<file path="config.mk">
export PLATFORM = sky130hd
export DESIGN_NAME = interrupt_arbiter
export DESIGN_NICKNAME = d
export VERILOG_FILES = /design/src/rtl/interrupt_arbiter.sv
export SDC_FILE = /design/constraint.sdc
export NUM_CORES = 1
export LEC_CHECK = 0
export CORE_ASPECT_RATIO = 1.4
export CORE_UTILIZATION = 35
export DETAILED_ROUTE_END_ITERATION = 8
export PLACE_DENSITY_LB_ADDON = 0.15
export SETUP_SLACK_MARGIN = 0.05
export SLEW_MARGIN = 40
export SYNTH_ARGS = -nofsm -noshare
export SYNTH_HDL_FRONTEND = slang
export SYNTH_SLANG_ARGS = --single-unit
export TNS_END_PERCENT = 10
</file>
<file path="constraint.sdc">
create_clock -name clk -period 2 [get_ports clk]
set_input_delay 0.2 -clock clk [delete_from_list [all_inputs] [get_ports clk]]
set_output_delay 0.2 -clock clk [all_outputs]
set_load 0.02 [all_outputs]
</file>
<file path="src/rtl/interrupt_arbiter.sv">
// Interrupt arbiter: synchronises NMI/IRQ pins, arbitrates RESET/NMI/BRK/IRQ at
// instruction boundaries and sequences the service window for the microcode sequencer.
module interrupt_arbiter #(
  parameter int          SYNC_STAGES    = 2,
  parameter int          SERVICE_CYCLES = 7,
  parameter int          SET_I_CYCLE    = 5,
  parameter logic [15:0] RST_VEC        = 16'hFFFC,
  parameter logic [15:0] NMI_VEC        = 16'hFFFA,
  parameter logic [15:0] IRQ_VEC        = 16'hFFFE
) (
  input  logic        clk,
  input  logic        rst,
  input  logic        nmi_n,
  input  logic        irq_n,
  input  logic        psr_i,
  input  logic        instr_boundary,
  input  logic        brk_op,
  input  logic        seq_ack,
  output logic        int_req,
  output logic [2:0]  int_kind,
  output logic [15:0] vec_addr,
  output logic        break_set,
  output logic        set_i,
  output logic        suppress_write,
  output logic        svc_done
);

  localparam int            CW        = $clog2(SERVICE_CYCLES);
  localparam logic [CW-1:0] CNT_LAST  = CW'(SERVICE_CYCLES - 1);
  localparam logic [CW-1:0] CNT_SET_I = CW'(SET_I_CYCLE);

  localparam logic [2:0] KIND_NONE  = 3'd0;
  localparam logic [2:0] KIND_RESET = 3'd1;
  localparam logic [2:0] KIND_NMI   = 3'd2;
  localparam logic [2:0] KIND_BRK   = 3'd3;
  localparam logic [2:0] KIND_IRQ   = 3'd4;

  typedef enum logic [1:0] {IDLE, REQ, SERVICE} state_t;

  state_t                 state;
  logic [SYNC_STAGES-1:0] nmi_sync;
  logic [SYNC_STAGES-1:0] irq_sync;
  logic                   nmi_prev;
  logic                   nmi_pending;
  logic                   reset_pending;
  logic [CW-1:0]          count;

  logic        nmi_s;
  logic        irq_s;
  logic        nmi_fall;
  logic        irq_go;
  logic        arb_any;
  logic [2:0]  arb_kind;
  logic [15:0] arb_vec;
  logic        arb_break;

  assign nmi_s    = nmi_sync[SYNC_STAGES-1];
  assign irq_s    = irq_sync[SYNC_STAGES-1];
  assign nmi_fall = nmi_prev & ~nmi_s;
  assign irq_go   = ~irq_s & ~psr_i;

  // Fixed-priority pick; an NMI that lands on a BRK opcode still reports B=1.
  always_comb begin
    arb_any   = reset_pending | nmi_pending | brk_op | irq_go;
    arb_kind  = KIND_NONE;
    arb_vec   = IRQ_VEC;
    arb_break = 1'b0;
    if (reset_pending) begin
      arb_kind = KIND_RESET;
      arb_vec  = RST_VEC;
    end else if (nmi_pending) begin
      arb_kind  = KIND_NMI;
      arb_vec   = NMI_VEC;
      arb_break = brk_op;
    end else if (brk_op) begin
      arb_kind  = KIND_BRK;
      arb_break = 1'b1;
    end else if (irq_go) begin
      arb_kind = KIND_IRQ;
    end
  end

  always_ff @(posedge clk) begin
    if (rst) begin
      state          <= IDLE;
      nmi_sync       <= '1;
      irq_sync       <= '1;
      nmi_prev       <= 1'b1;
      nmi_pending    <= 1'b0;
      reset_pending  <= 1'b1;
      count          <= '0;
      int_req        <= 1'b0;
      int_kind       <= KIND_NONE;
      vec_addr       <= RST_VEC;
      break_set      <= 1'b0;
      set_i          <= 1'b0;
      suppress_write <= 1'b0;
      svc_done       <= 1'b0;
    end else begin
      nmi_sync <= {nmi_sync[SYNC_STAGES-2:0], nmi_n};
      irq_sync <= {irq_sync[SYNC_STAGES-2:0], irq_n};
      nmi_prev <= nmi_s;
      set_i    <= 1'b0;
      svc_done <= 1'b0;
      if (nmi_fall)
        nmi_pending <= 1'b1;

      case (state)
        IDLE: begin
          if (instr_boundary && arb_any) begin
            state     <= REQ;
            int_req   <= 1'b1;
            int_kind  <= arb_kind;
            vec_addr  <= arb_vec;
            break_set <= arb_break;
          end
        end
        REQ: begin
          if (seq_ack) begin
            state          <= SERVICE;
            int_req        <= 1'b0;
            count          <= '0;
            suppress_write <= (int_kind == KIND_RESET);
            set_i          <= (CNT_SET_I == '0);
            if (int_kind == KIND_RESET)
              reset_pending <= 1'b0;
            // A fresh edge arriving with the ack must not be lost.
            if (int_kind == KIND_NMI && !nmi_fall)
              nmi_pending <= 1'b0;
          end
        end
        SERVICE: begin
          if (count == CNT_LAST) begin
            state          <= IDLE;
            int_kind       <= KIND_NONE;
            suppress_write <= 1'b0;
          end else begin
            count    <= count + CW'(1);
            set_i    <= ((count + CW'(1)) == CNT_SET_I);
            svc_done <= ((count + CW'(1)) == CNT_LAST);
          end
        end
        default: state <= IDLE;
      endcase
    end
  end

endmodule

</file>
==> results of run 1 <==
## cells by family (layout without fill, tap and decap cells)
group	after synthesis	in the layout	share of synthesized area
buf+inv	23	30	0.132
other cells	2	14	0.00714
simple gates	35	35	0.221
fa+ha+maj	4	4	0.0476
mux	1	1	0.00951
flops	22	22	0.419
compound gates	23	23	0.164
## per-layer routing
layer	vias up	GRT usage
met4	0	0.0551
met3	5	0.0251
met2	27	0.269
met5	-	0
met1	395	0.153
li1	394	-
## power breakdown
part	switching [mW]	internal [mW]
sequential	0.0163	0.456
clock	0.147	0.267
combinational	0.0750	0.0547
## Yosys cell counts, drive strengths merged (2+ instances only)
cell type   n  area (µm²)
o211ai      3        22.5
and2        2        12.5
nor2b       5        31.3
or2         6        37.5
clkbuf      2        7.51
nand4b      2        17.5
nor3b       2        20.0
ha          4        50.1
a21oi       6        30.0
nand3       3        15.0
nand2       3        11.3
nor2        5        18.8
dfxtp      22         440
conb        2        7.51
inv         7        26.3
buf        14         105
a221oi      2        17.5
a32o        2        20.0
o21ai       3        15.0
## cell type report
cell class / instances / area [µm²]
Sequential cell: 22 / 440
Timing Repair Buffer: 19 / 185
Inverter: 7 / 26.3
Fill cell: 282 / 1560
Multi-Input combinational cell: 77 / 518
Clock buffer: 3 / 41.3
Tap cell: 37 / 46.3
Clock inverter: 1 / 30.0
## per-stage QoR
stage / power [mW] / hold slack (ps)
6_report: 1.02 / 416
2_1_floorplan: 0.587 / 304
5_1_grt: 1.06 / 431
3_5_place_dp: 0.612 / 397
4_1_cts: 1.02 / 422
3_3_place_gp: 0.612 / 393
## sequential cells by signal, summed over array words and instances (netlist names)
name,flops
vec_addr,2
set_i,1
count,3
nmi_prev,1
state,2
irq_sync,2
break_set,1
int_kind,3
svc_done,1
reset_pending,1
suppress_write,1
int_req,1
nmi_sync,2
nmi_pending,1
## worst max path at each step
| stage | slack (ps) | cells past startpoint | to | from |
|---|---|---|---|---|
| 2_1_floorplan | 690 | 3 | reset_pending | state[0] |
| 3_3_place_gp | 370 | 4 | reset_pending | seq_ack |
| 3_5_place_dp | 350 | 4 | reset_pending | seq_ack |
| 4_1_cts | 510 | 1 | int_kind[2] | int_kind[2] |
| 5_1_grt | 460 | 1 | int_kind[2] | int_kind[2] |
| 6_report | 510 | 1 | int_kind[2] | int_kind[2] |
==> flow_metrics.tcl, run 1 <==
set metrics [dict create \
    syn_inst 110 \
    cp_top_family "buffers and inverters" \
    dp_cells 162 \
    power_density_mw_per_mm2 789 \
    grt_pass1_wl_um 3550 \
    ant_nets 0 \
    vias 821 \
    grt_antenna_before_repair 0 \
    synth_area_per_cell_um2 9.57 \
    yosysSeqAreaShare 0.419 \
    cp_data_arrival_time_ps 1290 \
    cts_root_buf "clkbuf_8" \
    status "completed" \
    timing.rr.end "int_kind[2]" \
    numCtsBuffers 3 \
    design_area_mm2 0.00129 \
    worstRegToRegCells 5 \
    cp_slowest_stage_delay_ps 630 \
    top_layer_used "met4" \
    synth_area_mm2 0.00105 \
    worst_slack_ps 513 \
    routed-wl-met3_um 84 \
    async_flop_share 0 \
    hold_depth 1 \
    yosys.cell_types.count 35 \
    ctsResizeCount 0 \
    worstPathMaxFanout 4 \
    fin_skew_ps 1.83 \
    syn_to_final_growth_pct 22.4 \
    core-area_mm2 0.00285 \
    routed_via_density 4.95 \
    gr-total-overflow 0 \
    dp_slack_ps 347 \
    clkLatencyLatePin_ps 260 \
    drc 0 \
    finalSetupViolCount 0 \
    worst_setup_path_start_kind "flip-flop" \
    wl_met2_um 1070 \
    max_cap_viol_count 0 \
    drive_gt1_frac 0.132 \
    grtUsageTotal 0.141 \
    crit_type "flip-flop to output pin" \
    p_leak_nw 0.517 \
    rows 23 \
    cts_buffer_depth 2 \
    cts.clk_slew.worst_paths_ps 80 \
    min_from "irq_sync[0]" \
    dpl_cell_area_mm2 0.00122 \
    ioPinCount 32 \
    numPortBuffers 17 \
    num_antenna_cells 0 \
    cts_max_level 1 \
    mostFrequentLayoutCells "dfxtp_1 (22), clkdlybuf4s50_1 (17), conb_1 (14)" \
    worst_path_max_delay_cell "clkdlybuf4s50_1" \
    die_w_um 48.3 \
    slew_viol_final 0 \
    dieHeight_um 66.9 \
    grt_pass1_vias 775 \
    reg2reg_from "count[0]" \
    finalHoldViolCount 0 \
    ir_worst_vdd_v 0.000657 \
    gp_congestion 0.855 \
    initial_utilization 0.369 \
    rrSetupSlack_ps 570 \
    min_to "irq_sync[1]" \
    mostFrequentLayoutCell "dfxtp_1" \
    hold_class "flip-flop to flip-flop" \
    cts_setup_buffers 0 \
    grt_max_degree 14 \
    finalWirelength_um 1950 \
    nets 142 \
    hold_buffers 0 \
    avgRoutedWirePerCell_um 11.8 \
    dr.pass1.iters 4 \
    fin_crit_ps 1490 \
    rsz0062_at_grt "false" \
    initialDrtViolationCount 23 \
    path_buf_inv 1 \
    setup_tns_ps 0 \
    cts.sinks 22 \
    ys_warn_count 0 \
    ys.flop_type "dfxtp_1" \
    stdcell_count 166 \
    crit_required_ps 1800 \
    die-area_mm2 0.00323 \
    fin_util 0.452 \
    fin_crit_sh 0.743 \
    fmax_mhz 673 \
    met1_length_um 766 \
    path_cells "clkdlybuf4s50_1" \
    hpwl_um 1480 \
    synth_edf_count 0 \
    cts_tree "yes" \
    yosys_register_bits 22 \
    endpoint_kind "output pin" \
]
(Power assumes the default switching activity.)
==> inputs of run 2 (changes only) <==
==> constraint.sdc (replaced) <==
create_clock -name clk -period 1.2 [get_ports clk]
set_input_delay 0.12 -clock clk [delete_from_list [all_inputs] [get_ports clk]]
set_output_delay 0.12 -clock clk [all_outputs]
set_load 0.02 [all_outputs]
==> run 2 against run 1 <==
The flow now finishes with violations (negative setup slack). Via count grew 4.3%. First-iteration DRC count fell by 70%. Sequential cell count is the same. Critical path depth rose by 3. Worst setup slack lost 570 ps. Combinational power grew 120%. Clock power grew 67%. Utilization is 6.5 points higher.
==> flow_metrics.tcl, run 2 (same netlist as run 1, synthesis figures left out) <==
set metrics [dict create \
    vias 856 \
    nets 161 \
    worst_path_max_delay_cell "dfxtp_4" \
    grtUsageTotal 0.150 \
    worst_slack_ps -59.7 \
    clkLatencyLatePin_ps 270 \
    avgRoutedWirePerCell_um 12.6 \
    met3_usage 0.0228 \
    drc 0 \
    path_cells "buf_4 -> nand2b_1 -> and4_1 -> a31o_2" \
    grt_pass1_wl_um 3650 \
    fin_crit_ps 1260 \
    mostFrequentLayoutCell "buf_4" \
    cts_root_buf "clkbuf_8" \
    hold_buffers 0 \
    cp_slowest_stage_delay_ps 370 \
    finalSetupViolCount 10 \
    fmax_mhz 794 \
    rrSetupSlack_ps -60 \
    grt-busiest-layer "met2" \
    grt_max_degree 14 \
    drive_gt1_frac 0.351 \
    met2_usage 0.278 \
    rsz0062_at_grt "true" \
    initial_utilization 0.369 \
    core-area_mm2 0.00285 \
    cts.clk_slew.worst_paths_ps 80 \
    dr.pass1.iters 4 \
    ioPinCount 32 \
    endpoint_kind "flip-flop" \
    die-area_mm2 0.00323 \
    mostFrequentLayoutCells "buf_4 (20), dfxtp_1 (18), conb_1 (14)" \
    hpwl_um 1780 \
    die_w_um 48.3 \
    routed_via_density 4.63 \
    setup_tns_ps -317 \
    numPortBuffers 17 \
    cts_tree "yes" \
    grt_pass1_vias 828 \
    fin_skew_ps 4.27 \
    hold_class "input port to flip-flop" \
    worstPathMaxFanout 4 \
    slew_viol_final 0 \
    grt_antenna_before_repair 0 \
    finalWirelength_um 2330 \
    violations "negative setup slack" \
    path_buf_inv 1 \
    power_density_mw_per_mm2 1200 \
    cp_top_family "simple AND/OR/NAND/NOR gates" \
    fin_crit_sh 1.05 \
    top_regs "count x3, int_kind x3" \
    worst_setup_path_start_kind "flip-flop" \
    cts_buffer_depth 2 \
    crit_required_ps 1360 \
    syn_to_final_growth_pct 39.8 \
    cts_max_level 1 \
    cts.sinks 22 \
    initialDrtViolationCount 7 \
    dieHeight_um 66.9 \
    finalHoldViolCount 0 \
    numCtsBuffers 3 \
    max_cap_viol_count 0 \
    gp_congestion 0.852 \
    ant_nets 0 \
    p_leak_nw 0.648 \
    status "finished, violations left" \
    rows 23 \
    gr-total-overflow 0 \
    grt_util_met1 0.151 \
    fin_util 0.516 \
    cp_data_arrival_time_ps 1420 \
    ir_worst_vdd_v 0.000954 \
    crit_type "flip-flop to flip-flop" \
    num_antenna_cells 0 \
]
==> run 2: cell count changes in the layout (fill, tap and decap cells not counted), moves of 4 or more <==
cell             previous run  this run
buf_4                       2        20
dlygate4sd2_1               0         8
clkdlybuf4s50_1            17         7
dfxtp_1                    22        18
==> run 2: cell type report <==
class | count | area, µm²
flip-flops and latches | 22 | 450
well taps | 37 | 46.3
clock buffers | 3 | 41.3
inverters | 7 | 26.3
clock inverters | 1 | 30.0
multi-input cells | 77 | 566
repair buffers | 38 | 312
fillers | 283 | 1380
==> run 2: path summary, 6_finish.rpt <==
check / startpoint / to / depth (start not counted)
max: state[0] / int_kind[1] / 4
min: nmi_n / nmi_sync[0] / 2
max reg2reg: state[0] / int_kind[1] / 4
min reg2reg: irq_sync[0] / irq_sync[1] / 1
==> run 2: per-layer routing <==
| metal | vias to the layer above | part of all wire |
|---|---|---|
| met2 | 18 | 0.55 |
| met1 | 404 | 0.39 |
| met4 | 0 | 0.026 |
| met5 | - | 0 |
| met3 | 5 | 0.030 |
| li1 | 429 | - |
==> run 2: report_power, final <==
group | switching (mW) | internal (mW)
Sequential | 0.0245 | 0.760
Clock | 0.246 | 0.446
Combinational | 0.149 | 0.135
Total | 0.420 | 1.34
==> run 2: timing repair <==
item | in CTS | in global routing
setup buffers | 0 | 1
resized for setup | 21 | 12
pin swaps | 3 | 3
endpoints found under the setup margin | 27 | 18
==> run 2: stage by stage <==
| step | hold WS, ps | cells | worst slack (ps) | area (µm²) | power, mW |
|---|---|---|---|---|---|
| 2_1_floorplan | 224 | 122 | -96.6 | 1100 | 0.979 |
| 3_3_place_gp | 395 | 180 | -326 | 1350 | 1.07 |
| 3_5_place_dp | 400 | 180 | -331 | 1350 | 1.08 |
| 4_1_cts | 403 | 184 | -50.9 | 1440 | 1.78 |
| 5_1_grt | 424 | 185 | -113 | 1470 | 1.84 |
| 6_report | 410 | 185 | -59.7 | 1470 | 1.76 |
